`config.mk`:
```
export PLATFORM = sky130hd
export DESIGN_NAME = sobel_edge_detect_8bit
export DESIGN_NICKNAME = d
export VERILOG_FILES = /design/src/rtl/isp_pkg.sv /design/src/rtl/sobel_grad_core.sv /design/src/rtl/sobel_edge_detect_8bit.sv
export SDC_FILE = /design/constraint.sdc
export NUM_CORES = 1
export LEC_CHECK = 0
export BUFFER_PORTS_ARGS = -buffer_cell sky130_fd_sc_hd__buf_2
export CAP_MARGIN = 20
export CORE_MARGIN = 10
export CORE_UTILIZATION = 55
export DETAILED_ROUTE_END_ITERATION = 10
export GPL_TIMING_DRIVEN = 0
export PLACE_DENSITY = 0.75
export SLEW_MARGIN = 0
export SYNTH_ARGS = -nofsm -noshare
export SYNTH_HDL_FRONTEND = slang
export SYNTH_HIERARCHICAL = 1
export SYNTH_SLANG_ARGS = --single-unit
```
`constraint.sdc`:
```
create_clock -name sys_clk -period 5 [get_ports sys_clk]
set_input_delay 0.5 -clock sys_clk [delete_from_list [all_inputs] [get_ports sys_clk]]
set_output_delay 0.5 -clock sys_clk [all_outputs]
set_load 0.03 [all_outputs]
```
`src/rtl/isp_pkg.sv`:
```
// Shared ISP widths, the saturation constant and small arithmetic helpers
// used by the Sobel edge detector.
package isp_pkg;

    localparam int PIX_W  = 8;
    localparam int GRAD_W = 10;
    localparam int MAG_W  = 11;

    localparam logic [PIX_W-1:0] PIX_MAX = 8'd255;

    // a + 2*mid + b; the largest result is 1020, so GRAD_W bits never overflow
    function automatic logic [GRAD_W-1:0] tap_sum(input logic [PIX_W-1:0] a,
                                                 input logic [PIX_W-1:0] mid,
                                                 input logic [PIX_W-1:0] b);
        return {2'b00, a} + {1'b0, mid, 1'b0} + {2'b00, b};
    endfunction

    // Absolute difference done as compare-then-subtract so nothing ever wraps
    function automatic logic [GRAD_W-1:0] abs_diff(input logic [GRAD_W-1:0] a,
                                                  input logic [GRAD_W-1:0] b);
        if (a >= b) begin
            return a - b;
        end else begin
            return b - a;
        end
    endfunction

    function automatic logic [PIX_W-1:0] sat_pix(input logic [MAG_W-1:0] m);
        if (m > MAG_W'(PIX_MAX)) begin
            return PIX_MAX;
        end else begin
            return m[PIX_W-1:0];
        end
    endfunction

endpackage

```
`src/rtl/sobel_grad_core.sv`:
```
// Three-stage Sobel arithmetic: partial sums, absolute gradients, then
// saturated magnitude with blanking and threshold compare. Sideband rides along.
module sobel_grad_core
    import isp_pkg::*;
(
    input  logic             clk,
    input  logic             rst_n,
    input  logic             valid_in,
    input  logic [PIX_W-1:0] p11,
    input  logic [PIX_W-1:0] p12,
    input  logic [PIX_W-1:0] p13,
    input  logic [PIX_W-1:0] p21,
    input  logic [PIX_W-1:0] p23,
    input  logic [PIX_W-1:0] p31,
    input  logic [PIX_W-1:0] p32,
    input  logic [PIX_W-1:0] p33,
    input  logic             blank_in,
    input  logic             last_in,
    input  logic [PIX_W-1:0] thr,
    output logic             valid_out,
    output logic [PIX_W-1:0] edge_data,
    output logic             edge_bin,
    output logic             last_out
);

    logic              v1_r, v2_r;
    logic              blank1_r, blank2_r, last1_r, last2_r;
    logic [GRAD_W-1:0] gxp_r, gxn_r, gyp_r, gyn_r;
    logic [GRAD_W-1:0] agx_r, agy_r;
    logic [MAG_W-1:0]  mag_s;
    logic [PIX_W-1:0]  edge_s;
    logic              bin_s;

    // Stage 1: unsigned partial sums of the two Sobel kernels
    always_ff @(posedge clk or negedge rst_n) begin
        if (!rst_n) begin
            v1_r     <= 1'b0;
            blank1_r <= 1'b0;
            last1_r  <= 1'b0;
            gxp_r    <= 10'd0;
            gxn_r    <= 10'd0;
            gyp_r    <= 10'd0;
            gyn_r    <= 10'd0;
        end else begin
            v1_r <= valid_in;
            if (valid_in) begin
                blank1_r <= blank_in;
                last1_r  <= last_in;
                gxp_r    <= tap_sum(p13, p23, p33);
                gxn_r    <= tap_sum(p11, p21, p31);
                gyp_r    <= tap_sum(p31, p32, p33);
                gyn_r    <= tap_sum(p11, p12, p13);
            end
        end
    end

    // Stage 2: absolute horizontal and vertical gradients
    always_ff @(posedge clk or negedge rst_n) begin
        if (!rst_n) begin
            v2_r     <= 1'b0;
            blank2_r <= 1'b0;
            last2_r  <= 1'b0;
            agx_r    <= 10'd0;
            agy_r    <= 10'd0;
        end else begin
            v2_r <= v1_r;
            if (v1_r) begin
                blank2_r <= blank1_r;
                last2_r  <= last1_r;
                agx_r    <= abs_diff(gxp_r, gxn_r);
                agy_r    <= abs_diff(gyp_r, gyn_r);
            end
        end
    end

    // Stage 3 combinational part: magnitude, saturation, border mask, threshold
    always_comb begin
        mag_s  = {1'b0, agx_r} + {1'b0, agy_r};
        edge_s = 8'd0;
        if (blank2_r) begin
            edge_s = 8'd0;
        end else begin
            edge_s = sat_pix(mag_s);
        end
        bin_s = (edge_s > thr);
    end

    // Stage 3 output registers; last_out is a single-cycle pulse
    always_ff @(posedge clk or negedge rst_n) begin
        if (!rst_n) begin
            valid_out <= 1'b0;
            edge_data <= 8'd0;
            edge_bin  <= 1'b0;
            last_out  <= 1'b0;
        end else begin
            valid_out <= v2_r;
            last_out  <= v2_r & last2_r;
            if (v2_r) begin
                edge_data <= edge_s;
                edge_bin  <= bin_s;
            end
        end
    end

endmodule

```
`src/rtl/sobel_edge_detect_8bit.sv`:
```
// Sobel edge detector top: frame position counters, per-frame threshold
// latch, border blanking and frame_done around the gradient pipeline.
module sobel_edge_detect_8bit
    import isp_pkg::*;
#(
    parameter int IMG_WIDTH  = 1600,
    parameter int IMG_HEIGHT = 1200
) (
    input  logic             sys_clk,
    input  logic             sys_rst_n,
    input  logic             sobel_en,
    input  logic             martrix_wr_en,
    input  logic [PIX_W-1:0] matrix_p11,
    input  logic [PIX_W-1:0] matrix_p12,
    input  logic [PIX_W-1:0] matrix_p13,
    input  logic [PIX_W-1:0] matrix_p21,
    input  logic [PIX_W-1:0] matrix_p22,
    input  logic [PIX_W-1:0] matrix_p23,
    input  logic [PIX_W-1:0] matrix_p31,
    input  logic [PIX_W-1:0] matrix_p32,
    input  logic [PIX_W-1:0] matrix_p33,
    input  logic [PIX_W-1:0] threshold,
    output logic             edge_wr_en,
    output logic [PIX_W-1:0] edge_data,
    output logic             edge_bin,
    output logic             frame_done
);

    localparam int COL_W = (IMG_WIDTH  > 1) ? $clog2(IMG_WIDTH)  : 1;
    localparam int ROW_W = (IMG_HEIGHT > 1) ? $clog2(IMG_HEIGHT) : 1;
    localparam logic [COL_W-1:0] COL_ZERO = COL_W'(0);
    localparam logic [ROW_W-1:0] ROW_ZERO = ROW_W'(0);
    localparam logic [COL_W-1:0] COL_LAST = COL_W'(IMG_WIDTH - 1);
    localparam logic [ROW_W-1:0] ROW_LAST = ROW_W'(IMG_HEIGHT - 1);

    logic [COL_W-1:0] col_r;
    logic [ROW_W-1:0] row_r;
    logic [PIX_W-1:0] thr_r;
    logic             accept_s, origin_s, blank_s, last_s;

    // The centre tap has zero weight in both kernels
    logic             unused_s;
    assign unused_s = ^matrix_p22;

    // Position decode of the window being accepted this cycle
    always_comb begin
        accept_s = sobel_en & martrix_wr_en;
        origin_s = (col_r == COL_ZERO) && (row_r == ROW_ZERO);
        blank_s  = (col_r == COL_ZERO) || (col_r == COL_LAST) ||
                   (row_r == ROW_ZERO) || (row_r == ROW_LAST);
        last_s   = (col_r == COL_LAST) && (row_r == ROW_LAST);
    end

    // Raster position counters; dropping sobel_en rewinds to the frame origin
    always_ff @(posedge sys_clk or negedge sys_rst_n) begin
        if (!sys_rst_n) begin
            col_r <= COL_ZERO;
            row_r <= ROW_ZERO;
        end else if (!sobel_en) begin
            col_r <= COL_ZERO;
            row_r <= ROW_ZERO;
        end else if (martrix_wr_en) begin
            if (col_r == COL_LAST) begin
                col_r <= COL_ZERO;
                row_r <= (row_r == ROW_LAST) ? ROW_ZERO : row_r + ROW_W'(1);
            end else begin
                col_r <= col_r + COL_W'(1);
            end
        end
    end

    // Threshold is sampled once per frame so mid-frame changes wait a frame
    always_ff @(posedge sys_clk or negedge sys_rst_n) begin
        if (!sys_rst_n) begin
            thr_r <= 8'd0;
        end else if (accept_s && origin_s) begin
            thr_r <= threshold;
        end
    end

    sobel_grad_core u_core (
        .clk       (sys_clk),
        .rst_n     (sys_rst_n),
        .valid_in  (accept_s),
        .p11       (matrix_p11),
        .p12       (matrix_p12),
        .p13       (matrix_p13),
        .p21       (matrix_p21),
        .p23       (matrix_p23),
        .p31       (matrix_p31),
        .p32       (matrix_p32),
        .p33       (matrix_p33),
        .blank_in  (blank_s),
        .last_in   (last_s),
        .thr       (thr_r),
        .valid_out (edge_wr_en),
        .edge_data (edge_data),
        .edge_bin  (edge_bin),
        .last_out  (frame_done)
    );

endmodule
```
==> impl_metrics.yaml, run 1 <==
timing:
  slew_headroom: 0.481
  worst-slew-pin-transition_ns: 0.778
  final_min_period_over_clock_period: 0.776
  timing.fmax_mhz: 258
  report.final.slew_viol_count: 0
  worst_clock_skew_ns: 0.00543
  totalNegativeSetupSlack_ns: 0
  worst_hold_margin_ns: 0.192
  finalCriticalPeriod_ns: 3.88
  setup-violations-final: 0
  finalHoldViolCount: 0
  rsz_0062_raised_after_global_routing: "false"
route:
  detail_route.first_pass.iterations: 5
  routed_wire_length_per_instance_um: 16.5
  drt_iter0_drc: 533
  remaining_drcs: 0
  ant_nets: 0
  via_total_after_detailed_routing: 7065
  wirelength_routed_um: 20300
  detail_route.vias_per_cell: 5.74
setup_path:
  worstPathMaxFanout: 10
  critPathKind: "register to register"
  start_kind: "register"
  timing.critical_path.required_ns: 5.22
  timing.critical_path.arrival_ns: 4.10
  critPathCaptureType: "register"
placement:
  gpl.final_weighted_congestion: 0.911
  port-buffer-count: 85
  estimated_wirelength_of_the_detail_placed_design_um: 16400
power:
  power_per_cell_area_nw_per_um2: 492
  clock_power_frac: 0.152
  power_frac_comb: 0.582
  share_seq_of_total_power: 0.266
  share_of_total_power_consumed_by_net_switching: 0.441
  highest_ir_drop_seen_on_vdd_mv: 0.254
  intPower_mw: 2.67
  netSwitchingPower_mw: 2.11
  power.leakage_nw: 4.54
  power_mw: 4.78
clocking:
  worst_skew_late_latency_ns: 0.35
  total_number_of_clock_tree_sinks: 107
  postCtsResizedCells: 0
  number_of_setup_buffers_added_after_cts: 0
  cts_tree: "built"
  cts-root-to-sink-buffers: 2
  cts-root-buf: "sky130_fd_sc_hd__clkbuf_16"
  cts_htree_levels: 3
  cts_inserted_buffers: 9
  worst_setup_hold_path_clk_slew_ns: 0.07
  postCtsHoldBufs: 0
floorplan:
  std_cell_rows: 45
  chipHeight_um: 146
  core_region_area_um2: 15300
  top_level_ports: 95
  die_area_um2: 21200
  die-width_um: 146
  start_util: 0.567
grt:
  groute.usage.overall: 0.191
  first_pass_grt_wire_length_um: 34300
  gr-total-overflow: 0
  grt_start_max_net_pins: 56
  number_of_antenna_violations_at_the_first_check_in_global_routing: 0
  via_count_of_the_first_global_routing_pass: 7057
outcome:
  status: "finished, final reports clean"
logic_synthesis:
  synth_enable_flop_cells: 0
  synth_area_in_compound_gates: 0.189
  netlist_top_cells_area: "sky130_fd_sc_hd__dfrtp_1 (31%), sky130_fd_sc_hd__ha_1 (14%), sky130_fd_sc_hd__fa_1 (8.5%), sky130_fd_sc_hd__inv_1 (3.9%), sky130_fd_sc_hd__a21oi_1 (3.7%)"
  synth-seq-cells: 107
  post_synth_xor_area_fraction: 0.0373
  mux_share_of_post_synthesis_cell_area: 0.0475
  postSynth.topFlopCell: "sky130_fd_sc_hd__dfrtp_1"
  synth_top_family_by_area: "adder cells"
  post_synth_num_cell_types: 65
  yosys_warnings: 6
  yosysTopAreaCellShare: 0.308
  post_synth.cell_area_avg_um2: 9.46
  synth_largest_area_cell: "sky130_fd_sc_hd__dfrtp_1"
  postSynth.asyncResetShare: 1.00
  synth-seq-area-share: 0.308
  synthCells: 918
  nets_in_the_synthesized_netlist: 1135
  syn_area_um2: 8690
  post_synthesis_share_of_cell_area_spent_on_full_adders_half_adders_and_majority_gates: 0.224
  post_synth_and_or_nand_nor_area_fraction: 0.138
job:
  timing.max_cap.violations: 0
finish:
  layout-drive-gt1-share: 0.130
  layout-area-overhead-vs-synth_pct: 11.8
  layout.core_utilization: 0.634
  final_net_count: 1232
  fillerInstances: 1365
  seqCellArea_um2: 2680
  multi_input_area_um2: 5510
  antenna-diode-count: 0
min_path:
  worstHoldPathType: "primary input to async pin"
Yosys cell counts, types with 5 or more instances:
| cell type | n |
|---|---|
| sky130_fd_sc_hd__nor3_1 | 14 |
| sky130_fd_sc_hd__inv_1 | 90 |
| sky130_fd_sc_hd__clkbuf_1 | 27 |
| sky130_fd_sc_hd__nand2_1 | 57 |
| sky130_fd_sc_hd__a211oi_1 | 10 |
| sky130_fd_sc_hd__a21oi_1 | 64 |
| sky130_fd_sc_hd__nor4_1 | 8 |
| sky130_fd_sc_hd__dfrtp_1 | 107 |
| sky130_fd_sc_hd__o211ai_1 | 5 |
| sky130_fd_sc_hd__nand3b_1 | 6 |
| sky130_fd_sc_hd__xnor2_1 | 18 |
| sky130_fd_sc_hd__fa_1 | 37 |
| sky130_fd_sc_hd__and3_1 | 8 |
| sky130_fd_sc_hd__a21boi_0 | 8 |
| sky130_fd_sc_hd__nand2b_1 | 5 |
| sky130_fd_sc_hd__a32oi_1 | 6 |
| sky130_fd_sc_hd__a21o_1 | 21 |
| sky130_fd_sc_hd__ha_1 | 96 |
| sky130_fd_sc_hd__nor2b_1 | 8 |
| sky130_fd_sc_hd__xor2_1 | 19 |
| sky130_fd_sc_hd__a31oi_1 | 23 |
| sky130_fd_sc_hd__o31ai_1 | 9 |
| sky130_fd_sc_hd__mux2_2 | 18 |
| sky130_fd_sc_hd__o21a_1 | 14 |
| sky130_fd_sc_hd__and4_1 | 5 |
| sky130_fd_sc_hd__nand3_1 | 16 |
| sky130_fd_sc_hd__o21ai_0 | 62 |
| sky130_fd_sc_hd__nand4_1 | 19 |
| sky130_fd_sc_hd__mux2i_1 | 21 |
| sky130_fd_sc_hd__nor2_1 | 44 |
| sky130_fd_sc_hd__or3_1 | 15 |
per-layer routing:
layer	track usage	up-vias	wire [µm]
met4	0.0516	0	277
met2	0.298	193	9360
met3	0.0292	20	1060
li1	-	3492	-
met5	0	-	0
met1	0.268	3360	9590
logic make-up after synthesis:
group,after synthesis
simple gates,224
mux,39
buf+inv,126
flops,107
fa+ha+maj,133
compound gates,252
xor+xnor,37
cells in the final DEF (no fill, tap or decap), types with 5 or more instances in the layout:
master                      count
sky130_fd_sc_hd__o31ai_1        9
sky130_fd_sc_hd__a32oi_1        6
sky130_fd_sc_hd__a211oi_1      10
sky130_fd_sc_hd__inv_1         90
sky130_fd_sc_hd__nor2b_1        8
sky130_fd_sc_hd__buf_2         88
sky130_fd_sc_hd__mux2_2        18
sky130_fd_sc_hd__and4_1         5
sky130_fd_sc_hd__clkbuf_16      9
sky130_fd_sc_hd__ha_1          96
sky130_fd_sc_hd__o211ai_1       5
sky130_fd_sc_hd__dfrtp_1      107
sky130_fd_sc_hd__nor3_1        14
sky130_fd_sc_hd__xor2_1        19
sky130_fd_sc_hd__nand3_1       16
sky130_fd_sc_hd__nand4_1       19
sky130_fd_sc_hd__a31oi_1       23
sky130_fd_sc_hd__mux2i_1       21
sky130_fd_sc_hd__nor2_1        44
sky130_fd_sc_hd__a21boi_0       8
sky130_fd_sc_hd__nand2b_1       5
sky130_fd_sc_hd__nand3b_1       6
sky130_fd_sc_hd__or3_1         15
sky130_fd_sc_hd__nor4_1         8
sky130_fd_sc_hd__a21oi_1       64
sky130_fd_sc_hd__clkbuf_1      29
sky130_fd_sc_hd__nand2_1       57
sky130_fd_sc_hd__o21ai_0       62
sky130_fd_sc_hd__and3_1         8
sky130_fd_sc_hd__fa_1          37
sky130_fd_sc_hd__xnor2_1       18
sky130_fd_sc_hd__a21o_1        21
sky130_fd_sc_hd__o21a_1        14
flip-flops by register name, indices dropped and copies added, names as in the netlist, 8 cells and up:
signal and count:
u_core/agy_r 10, u_core/agx_r 10, u_core/gyp_r 10, col_r 11
thr_r 8, u_core/gxp_r 10, u_core/edge_data 8, u_core/gxn_r 10
u_core/gyn_r 10, row_r 11
worst max-delay path: stages (launching register included):
cell,delay [ns]
sky130_fd_sc_hd__dfrtp_1,0.40
sky130_fd_sc_hd__ha_1,0.23
sky130_fd_sc_hd__fa_1,0.44
sky130_fd_sc_hd__a211o_1,0.29
sky130_fd_sc_hd__a21o_1,0.15
sky130_fd_sc_hd__a21oi_1,0.25
sky130_fd_sc_hd__a32oi_1,0.16
sky130_fd_sc_hd__nand2_1,0.19
sky130_fd_sc_hd__clkbuf_1,0.35
sky130_fd_sc_hd__a21oi_1,0.15
sky130_fd_sc_hd__ha_1,0.30
sky130_fd_sc_hd__nor2b_1,0.14
sky130_fd_sc_hd__o21a_1,0.16
sky130_fd_sc_hd__o21ai_0,0.15
sky130_fd_sc_hd__a21oi_1,0.08
sky130_fd_sc_hd__o221ai_1,0.19
sky130_fd_sc_hd__o21ai_0,0.11
power groups by stage:
| stage | combinational, mW | sequential, mW | clock [mW] |
|---|---|---|---|
| 6_report | 2.78 | 1.27 | 0.728 |
| 3_5_place_dp | 2.75 | 1.29 | 0 |
| 4_1_cts | 2.77 | 1.27 | 0.748 |
| 5_1_grt | 3.12 | 1.31 | 0.775 |
| 2_1_floorplan | 2.06 | 1.31 | 0 |
| 3_3_place_gp | 2.71 | 1.28 | 0 |
metrics by stage:
step	instances	worst slack [ns]	area (µm²)
floorplan	918	1.58	8690
global placement	1214	1.20	9380
detailed placement	1215	1.17	9410
CTS	1231	1.14	9710
global route	1231	0.882	9710
finish	1231	1.12	9710
final timing paths:
path | from | endpoint | slack (ns) | cells after the start
max | u_core/agx_r[0] | u_core/edge_bin | 1.12 | 16
min | sys_rst_n | thr_r[4] | 0.19 | 1
max reg2reg | u_core/agx_r[0] | u_core/edge_bin | 1.12 | 16
min reg2reg | u_core/v1_r | u_core/v2_r | 0.38 | 0
max in group asynchronous | sys_rst_n | u_core/gxn_r[2] | 4.11 | 2
min in group sys_clk | u_core/v1_r | u_core/v2_r | 0.38 | 0
area by class of cell:
| type | instances | area share |
|---|---|---|
| Clock inverter | 4 | 0.00580 |
| Tap cell | 211 | 0.0272 |
| Multi-Input combinational cell | 685 | 0.568 |
| Sequential cell | 107 | 0.276 |
| Inverter | 92 | 0.0356 |
| Clock buffer | 12 | 0.0254 |
| Timing Repair Buffer | 86 | 0.0469 |
| Buffer | 34 | 0.0156 |
Note: power is estimated with default switching activity, not from simulation.
==> inputs of run 2 (changes only) <==
clock period = 4 ns   (was 5 ns; I/O delays follow)
==> run 2 against run 1 <==
Via count up 0.14%. First-iteration DRC count down 12%. Combinational power up 25%. Clock skew up 0.0012 ns. Worst setup slack worse by 0.74 ns. Maximum frequency up 7.2%. Non-clock buffer count down 1. Largest power group unchanged. Highest routed layer unchanged.
==> impl_metrics.yaml, run 2 (same netlist as run 1, synthesis figures left out) <==
floorplan:
  core_region_area_um2: 15300
  die-width_um: 146
  chipHeight_um: 146
  top_level_ports: 95
  die_area_um2: 21200
  std_cell_rows: 45
  start_util: 0.567
setup_path:
  worstPathMaxFanout: 14
  timing.critical_path.arrival_ns: 3.84
  timing.rr.start: "u_core/agx_r[0]"
  timing.critical_path.required_ns: 4.22
  critPathCaptureType: "register"
  start_kind: "register"
  worst_r2r_endpoint: "u_core/edge_bin"
  critPathKind: "register to register"
  rr_worst_depth: 15
  regToRegSetupSlack_ns: 0.38
placement:
  estimated_wirelength_of_the_detail_placed_design_um: 16400
  dp.cells: 1215
  pre_cts_slack_ns: 0.165
  gpl.final_weighted_congestion: 0.911
  port-buffer-count: 85
timing:
  finalHoldViolCount: 0
  totalNegativeSetupSlack_ns: 0
  fin_worst_setup_slack_ns: 0.381
  rsz_0062_raised_after_global_routing: "false"
  slew_headroom: 0.499
  timing.fmax_mhz: 276
  worst_clock_skew_ns: 0.00666
  report.final.slew_viol_count: 0
  setup-violations-final: 0
  worst-slew-pin-transition_ns: 0.742
  final_min_period_over_clock_period: 0.905
  finalCriticalPeriod_ns: 3.62
finish:
  layout-drive-gt1-share: 0.132
  layout-area-overhead-vs-synth_pct: 11.8
  final_net_count: 1231
  mostFrequentLayoutCells: "sky130_fd_sc_hd__dfrtp_1 (107), sky130_fd_sc_hd__ha_1 (96), sky130_fd_sc_hd__inv_1 (90)"
  layout.core_utilization: 0.634
  antenna-diode-count: 0
  fin_cells: 1230
  fillerInstances: 1364
  leading_registers_by_flop_count: "col_r x11, row_r x11"
  layout_commonest_cell: "sky130_fd_sc_hd__dfrtp_1"
power:
  power.leakage_nw: 4.54
  power_mw: 5.97
  highest_ir_drop_seen_on_vdd_mv: 0.331
  power_per_cell_area_nw_per_um2: 615
clocking:
  cts_inserted_buffers: 9
  total_number_of_clock_tree_sinks: 107
  worst_setup_hold_path_clk_slew_ns: 0.07
  cts_tree: "built"
  cts_htree_levels: 3
  cts-root-buf: "sky130_fd_sc_hd__clkbuf_16"
  cts-root-to-sink-buffers: 2
  postCtsHoldBufs: 0
  postCtsResizedCells: 0
  worst_skew_late_latency_ns: 0.35
  number_of_setup_buffers_added_after_cts: 0
grt:
  gr-total-overflow: 0
  first_pass_grt_wire_length_um: 34300
  grt_start_max_net_pins: 56
  via_count_of_the_first_global_routing_pass: 7057
  groute.usage.overall: 0.191
  number_of_antenna_violations_at_the_first_check_in_global_routing: 0
route:
  via_total_after_detailed_routing: 7075
  detail_route.vias_per_cell: 5.75
  drt_iter0_drc: 467
  remaining_drcs: 0
  detail_route.first_pass.iterations: 6
  wirelength_routed_um: 20200
  routed_wire_length_per_instance_um: 16.5
  ant_nets: 0
min_path:
  worstHoldPathType: "primary input to async pin"
outcome:
  status: "finished, final reports clean"
job:
  timing.max_cap.violations: 0
==> run 2: cell types whose count changed in the layout (fill, tap and decap cells not counted), sizes merged <==
cell	previous run	this run
clkbuf	39	38
==> run 2: per-layer routing <==
layer	track usage	up-vias	share of wire
li1	-	3489	-
met1	0.268	3393	0.47
met2	0.298	175	0.46
met3	0.0292	18	0.052
met4	0.0516	0	0.013
met5	0	-	0
==> run 2: layout make-up <==
type	instances	area [µm²]	area share
Multi-Input combinational cell	685	5520	0.568
Sequential cell	107	2680	0.276
Timing Repair Buffer	86	455	0.0469
Inverter	92	345	0.0356
Tap cell	211	264	0.0272
Clock buffer	12	246	0.0254
Buffer	33	148	0.0152
Clock inverter	4	56.3	0.00580
==> run 2: how the worst max path moves through the flow <==
| stage | start | cells past startpoint | slack (ns) | to |
|---|---|---|---|---|
| finish | u_core/agx_r[0] | 15 | 0.38 | u_core/edge_bin |
| global placement | u_core/agx_r[0] | 16 | 0.20 | u_core/edge_bin |
| global route | u_core/agx_r[0] | 15 | 0.11 | u_core/edge_bin |
| detailed placement | u_core/agx_r[0] | 16 | 0.17 | u_core/edge_bin |
| CTS | u_core/agx_r[0] | 16 | 0.14 | u_core/edge_bin |
| floorplan | u_core/agx_r[0] | 16 | 0.58 | u_core/edge_bin |
==> run 2: power by group <==
part / leakage, nW / switching (mW) / internal, mW
Combinational: 3.07 / 2.03 / 1.44
Clock: 0.148 / 0.402 / 0.509
Sequential: 1.32 / 0.200 / 1.39
Total: 4.54 / 2.63 / 3.34
==> run 2: worst max-delay path: stages (launching register included) <==
cell and delay [ns]:
sky130_fd_sc_hd__dfrtp_1 0.40, sky130_fd_sc_hd__ha_1 0.23, sky130_fd_sc_hd__fa_1 0.44, sky130_fd_sc_hd__a211o_1 0.29, sky130_fd_sc_hd__a21oi_1 0.21, sky130_fd_sc_hd__o31ai_1 0.12
sky130_fd_sc_hd__a32oi_1 0.25, sky130_fd_sc_hd__nand2_2 0.22, sky130_fd_sc_hd__a21oi_1 0.23, sky130_fd_sc_hd__ha_1 0.27, sky130_fd_sc_hd__nor2b_1 0.14, sky130_fd_sc_hd__o21a_1 0.16
sky130_fd_sc_hd__o21ai_0 0.15, sky130_fd_sc_hd__a21oi_1 0.08, sky130_fd_sc_hd__o221ai_1 0.19, sky130_fd_sc_hd__o21ai_0 0.11
==> run 2: through the flow <==
| step | area (µm²) | hold WS, ns |
|---|---|---|
| finish | 9710 | 0.0918 |
| global placement | 9380 | 0.361 |
| global route | 9710 | 0.151 |
| CTS | 9710 | 0.115 |
| floorplan | 8690 | 0.104 |
| detailed placement | 9410 | 0.360 |
